$ cat src/rtl/buffer_ctrl_pkg.sv
// Shared definitions for the circular-buffer sequencing controller.
// Holds the default burst geometry, the controller state encoding and the
// registered control-flag bundle with its per-state decode.
package buffer_ctrl_pkg;

   // Default burst geometry; 2**CW_DEF must cover max(K_DEF, J_DEF).
   localparam int unsigned K_DEF  = 4;
   localparam int unsigned J_DEF  = 4;
   localparam int unsigned CW_DEF = 2;

   localparam int unsigned ST_W = 3;

   // State encoding shared with the datapath and the bench.
   typedef enum logic [ST_W-1:0] {
      ST_IDLE    = 3'd0,
      ST_WRITE   = 3'd1,
      ST_WCOMMIT = 3'd2,
      ST_READ    = 3'd3,
      ST_RCOMMIT = 3'd4
   } state_t;

   // Moore control flags, registered alongside the state.
   typedef struct packed {
      logic in_ready;
      logic out_valid;
      logic ld_wptr;
      logic ld_rptr;
      logic busy;
   } ctrl_t;

   // Control flags presented while the controller sits in state s.
   function automatic ctrl_t ctrl_of(state_t s);
      ctrl_t c;
      c = '0;
      case (s)
         ST_WRITE: begin
            c.in_ready = 1'b1;
            c.busy     = 1'b1;
         end
         ST_WCOMMIT: begin
            c.ld_wptr = 1'b1;
            c.busy    = 1'b1;
         end
         ST_READ: begin
            c.out_valid = 1'b1;
            c.busy      = 1'b1;
         end
         ST_RCOMMIT: begin
            c.ld_rptr = 1'b1;
            c.busy    = 1'b1;
         end
         default: c = '0;
      endcase
      return c;
   endfunction

endpackage

$ cat src/rtl/buffer_ctrl_burst_counter.sv
// Per-beat offset counter for one burst.
// Ports: clk, rst (async, active-high); inc advances on an accepted beat,
// clr forces zero; term is the offset of the final beat; cnt is the current
// offset and last flags cnt == term.
module buffer_ctrl_burst_counter #(
   parameter int unsigned CW = 2
) (
   input  logic          clk,
   input  logic          rst,
   input  logic          inc,
   input  logic          clr,
   input  logic [CW-1:0] term,
   output logic [CW-1:0] cnt,
   output logic          last
);

   assign last = (cnt == term);

   // The final beat returns the counter to zero so it never exceeds term.
   always_ff @(posedge clk or posedge rst) begin
      if (rst) begin
         cnt <= '0;
      end else if (clr) begin
         cnt <= '0;
      end else if (inc) begin
         cnt <= last ? '0 : cnt + CW'(1);
      end
   end

endmodule

$ cat src/rtl/buffer_ctrl.sv
// Sequencing controller for the circular-buffer datapath.
// Arbitrates producer K-word write bursts against consumer J-word read bursts,
// alternating when both are ready, and drives the beat offset, RAM write
// strobe and one-cycle pointer-load strobes.
// Ports: clk, rst (async, active-high); in_valid/in_ready producer handshake
// (in_valid doubles as the write request); out_req read request;
// out_valid/out_ready consumer handshake; full/empty datapath flags sampled
// only in IDLE; wr_en RAM write strobe; cnt beat offset; ld_wptr/ld_rptr
// pointer-load strobes; busy high outside IDLE.
module buffer_ctrl
   import buffer_ctrl_pkg::*;
#(
   parameter int unsigned K  = K_DEF,
   parameter int unsigned J  = J_DEF,
   parameter int unsigned CW = CW_DEF
) (
   input  logic          clk,
   input  logic          rst,
   input  logic          in_valid,
   output logic          in_ready,
   input  logic          out_req,
   output logic          out_valid,
   input  logic          out_ready,
   input  logic          full,
   input  logic          empty,
   output logic          wr_en,
   output logic [CW-1:0] cnt,
   output logic          ld_wptr,
   output logic          ld_rptr,
   output logic          busy
);

   state_t        state;
   ctrl_t         ctrl;
   logic          last_w;

   logic          w_ok_c;
   logic          r_ok_c;
   logic          beat_w_c;
   logic          beat_r_c;
   logic          commit_c;
   logic          last_c;
   logic [CW-1:0] term_c;

   // Request qualification; flags only matter when starting a burst.
   assign w_ok_c = in_valid && !full;
   assign r_ok_c = out_req && !empty;

   // Accepted beats in the active burst.
   assign beat_w_c = (state == ST_WRITE) && in_valid;
   assign beat_r_c = (state == ST_READ) && out_ready;
   assign commit_c = (state == ST_WCOMMIT) || (state == ST_RCOMMIT);
   assign term_c   = (state == ST_READ) ? CW'(J - 1) : CW'(K - 1);

   buffer_ctrl_burst_counter #(
      .CW(CW)
   ) u_burst_counter (
      .clk (clk),
      .rst (rst),
      .inc (beat_w_c || beat_r_c),
      .clr (commit_c),
      .term(term_c),
      .cnt (cnt),
      .last(last_c)
   );

   // Burst sequencer; control flags are registered with the state they describe.
   always_ff @(posedge clk or posedge rst) begin
      if (rst) begin
         state  <= ST_IDLE;
         ctrl   <= '0;
         last_w <= 1'b0;
      end else begin
         case (state)
            ST_IDLE: begin
               // On contention the side not served last wins.
               if (w_ok_c && (!r_ok_c || !last_w)) begin
                  state <= ST_WRITE;
                  ctrl  <= ctrl_of(ST_WRITE);
               end else if (r_ok_c) begin
                  state <= ST_READ;
                  ctrl  <= ctrl_of(ST_READ);
               end
            end
            ST_WRITE: begin
               if (beat_w_c && last_c) begin
                  state <= ST_WCOMMIT;
                  ctrl  <= ctrl_of(ST_WCOMMIT);
               end
            end
            ST_WCOMMIT: begin
               state  <= ST_IDLE;
               ctrl   <= ctrl_of(ST_IDLE);
               last_w <= 1'b1;
            end
            ST_READ: begin
               if (beat_r_c && last_c) begin
                  state <= ST_RCOMMIT;
                  ctrl  <= ctrl_of(ST_RCOMMIT);
               end
            end
            ST_RCOMMIT: begin
               state  <= ST_IDLE;
               ctrl   <= ctrl_of(ST_IDLE);
               last_w <= 1'b0;
            end
            default: begin
               state <= ST_IDLE;
               ctrl  <= '0;
            end
         endcase
      end
   end

   assign in_ready  = ctrl.in_ready;
   assign out_valid = ctrl.out_valid;
   assign ld_wptr   = ctrl.ld_wptr;
   assign ld_rptr   = ctrl.ld_rptr;
   assign busy      = ctrl.busy;
   assign wr_en     = beat_w_c;

endmodule

$ cat config.mk
export PLATFORM = sky130hd
export DESIGN_NAME = buffer_ctrl
export DESIGN_NICKNAME = d
export VERILOG_FILES = /design/src/rtl/buffer_ctrl_pkg.sv /design/src/rtl/buffer_ctrl_burst_counter.sv /design/src/rtl/buffer_ctrl.sv
export SDC_FILE = /design/constraint.sdc
export NUM_CORES = 1
export LEC_CHECK = 0
export ABC_AREA = 1
export BUFFER_PORTS_ARGS = -buffer_cell sky130_fd_sc_hd__buf_2
export CAP_MARGIN = 20
export CORE_MARGIN = 4
export CORE_UTILIZATION = 40
export CTS_CLUSTER_SIZE = 20
export DETAILED_ROUTE_END_ITERATION = 10
export PLACE_DENSITY = 0.73
export SLEW_MARGIN = 20
export SYNTH_ARGS = -nofsm -noshare
export SYNTH_HDL_FRONTEND = slang
export SYNTH_SLANG_ARGS = --single-unit
$ cat constraint.sdc
create_clock -name clk -period 2.7 [get_ports clk]
set_input_delay 0.27 -clock clk [delete_from_list [all_inputs] [get_ports clk]]
set_output_delay 0.27 -clock clk [all_outputs]
set_load 0.05 [all_outputs]
==> out/metrics.yaml <==
clock_network:
  cts_tree: "done"
  cts_made_buffers: 3
  cts-root-buf: "clkbuf_4"
  numClockSinks: 10
  cts_setup_buffers: 0
  cts_max_level: 1
  clk_latency_ns: 0.27
  cts_buffer_depth: 2
  clkTransAtPathRegs_ns: 0.07
cells_and_area:
  multi_input_area_um2: 264
  final_nets: 100
  area_growth_pct: 24.3
  seq_area_um2: 250
  fillers: 136
  drive_above_1_share_pct: 28.6
  insertedDiodeCount: 0
timing:
  holdWs_ns: 0.269
  fmax_ghz: 0.576
  maxSlewViolCount: 0
  tightest_slew_ns: 0.418
  final_hold_viol_count: 0
  fin_crit_ns: 1.74
  tns_ns: 0
  fin_ws_ns: 0.964
  finalSetupViolations: 0
  rsz0062_at_grt: "no"
  worst_slew_margin_rel_pct: 72.1
  period_share_pct: 64.3
  fin_worst_skew_ns: 0.00640
global_routing:
  overflow: 0
  track_usage_pct: 13.1
  antenna_found_initial: 0
  first_global_vias: 459
  grt_max_degree: 11
  grt_pass1_wl_mm: 1.90
floorplanning:
  die_x_um: 45.3
  rows: 13
  die_h_um: 45.3
  core_area_um2: 1300
  start_util_pct: 42.7
  ios: 15
  die_area_um2: 2050
route:
  routedWlPerCell_um: 11.4
  vias: 531
  firstDrtPassIters: 4
  drt_iter0_drc: 11
  drt-total-wl_mm: 1.21
  avgViaCountPerCell: 5.01
  drc: 0
  antenna_left: 0
place:
  pre_cts_slack_ns: 1.27
  place.detailed.hpwl_um: 922
  port_buffers: 14
  place_congestion: 0.780
synthesis:
  netlist_instances: 72
  synth_cell_types: 16
  synth_edf_count: 0
  syn_area_um2: 556
  synth_common_cells: "25 x nand2_1, 10 x dfrtp_1, 10 x inv_1"
  synth.avg_cell_area_um2: 7.72
  yosysTopAreaCell: "dfrtp_1"
  synthArstFlopShare_pct: 100
  syn-num-nets: 80
  synthTopCellsByArea: "dfrtp_1 45%, nand2_1 17%, nand3_1 8.1%"
  yosysWarnings: 0
  synth_top_area_share_pct: 45.0
  synth.yosys.seq_area_share_pct: 45.0
  synthFlopType: "dfrtp_1"
  synth_most_common_cell: "nand2_1"
  synth-seq-cells: 10
worst_setup_path:
  critPathCaptureType: "output pin"
  worstSetupPathType: "flop to output pin"
  cp.arrival_ns: 1.47
  cp_max_fo: 7
  required_ns: 2.43
  critPathLaunchType: "flop"
run_status:
  status: "completed"
pwr:
  peakVddDrop_v: 0.000566
  power_density_nw_per_um2: 1290
  p_leak_nw: 0.404
flow_run:
  drv_cap: 0
worst_hold_path:
  hold_path.class: "input port to flop"
## worst max-delay path, cell delays in order (launching register included)
cell,delay [ns]
dfrtp_1,0.47
nor2_1,0.20
nand3_1,0.17
inv_1,0.10
buf_2,0.26
## per-layer routing
layer,global-route usage (%),vias to the layer above,part of all wire (%)
met4,7.02,0,1.4
li1,-,267,-
met3,2.39,4,4.7
met5,0,-,0
met2,20.1,14,47
met1,17.4,246,47
## area by class of cell
cell class	instances	share of cell area, %
multi-input cells	51	38.2
flip-flops and latches	10	36.2
clock buffers	4	5.25
inverters	11	5.98
well taps	15	2.72
repair buffers	15	11.6
## power breakdown
part	switching, mW	internal, mW	total [mW]
clock network	0.0557	0.0819	0.138
logic	0.358	0.140	0.498
registers	0.0468	0.210	0.257
## final timing paths
path | startpoint | endpoint | depth (start not counted) | slack (ns)
worst max-delay path | state[2] | wr_en | 4 | 0.96
worst min register to register | ld_wptr | ld_wptr | 2 | 0.47
worst max register to register | u_burst_counter.cnt[0] | out_valid | 8 | 1.41
max in group asynchronous | rst | last_w | 3 | 1.84
worst min-delay path | full | in_ready | 4 | 0.27
min in group asynchronous | rst | u_burst_counter.cnt[0] | 3 | 0.56
## metrics by stage
stage               instance area, µm²  util, %  power [mW]  instances
floorplan                          556        -       0.653         72
global placement                   644     49.5       0.745        101
detailed placement                 644     49.5       0.761        101
finish                             691     53.1       0.893        106
CTS                                691     53.1       0.902        106
global route                       691     53.1       0.964        106
## cells in the final DEF (no fill, tap or decap), types with 2 or more instances in the layout
cell | Yosys | layout
nand2_2 | 3 | 3
nand3_1 | 9 | 9
inv_1 | 10 | 10
dfrtp_1 | 10 | 10
nor2_1 | 4 | 4
clkbuf_4 | 0 | 3
nand4_1 | 2 | 2
nand2_1 | 25 | 25
buf_2 | 0 | 14
## kinds of logic after synthesis
| logic type | Yosys count | synth area share (%) |
|---|---|---|
| flops | 10 | 45.0 |
| simple gates | 47 | 41.7 |
| compound gates | 3 | 3.60 |
| fa+ha+maj | 1 | 2.25 |
| buf+inv | 11 | 7.43 |
## sequential cells by signal, indices dropped and copies added, names as in the netlist
| signal | cells |
|---|---|
| last_w | 1 |
| out_valid | 1 |
| state | 3 |
| ld_wptr | 1 |
| u_burst_counter.cnt | 2 |
| busy | 1 |
| in_ready | 1 |
## what timing repair did
item                                   in CTS  in global routing
resized for setup                           0                  0
hold buffers                                1                  0
endpoints found under the hold margin      10                  0
setup endpoints to repair                   0                  0
No activity file was read; power rests on OpenSTA's default activity.
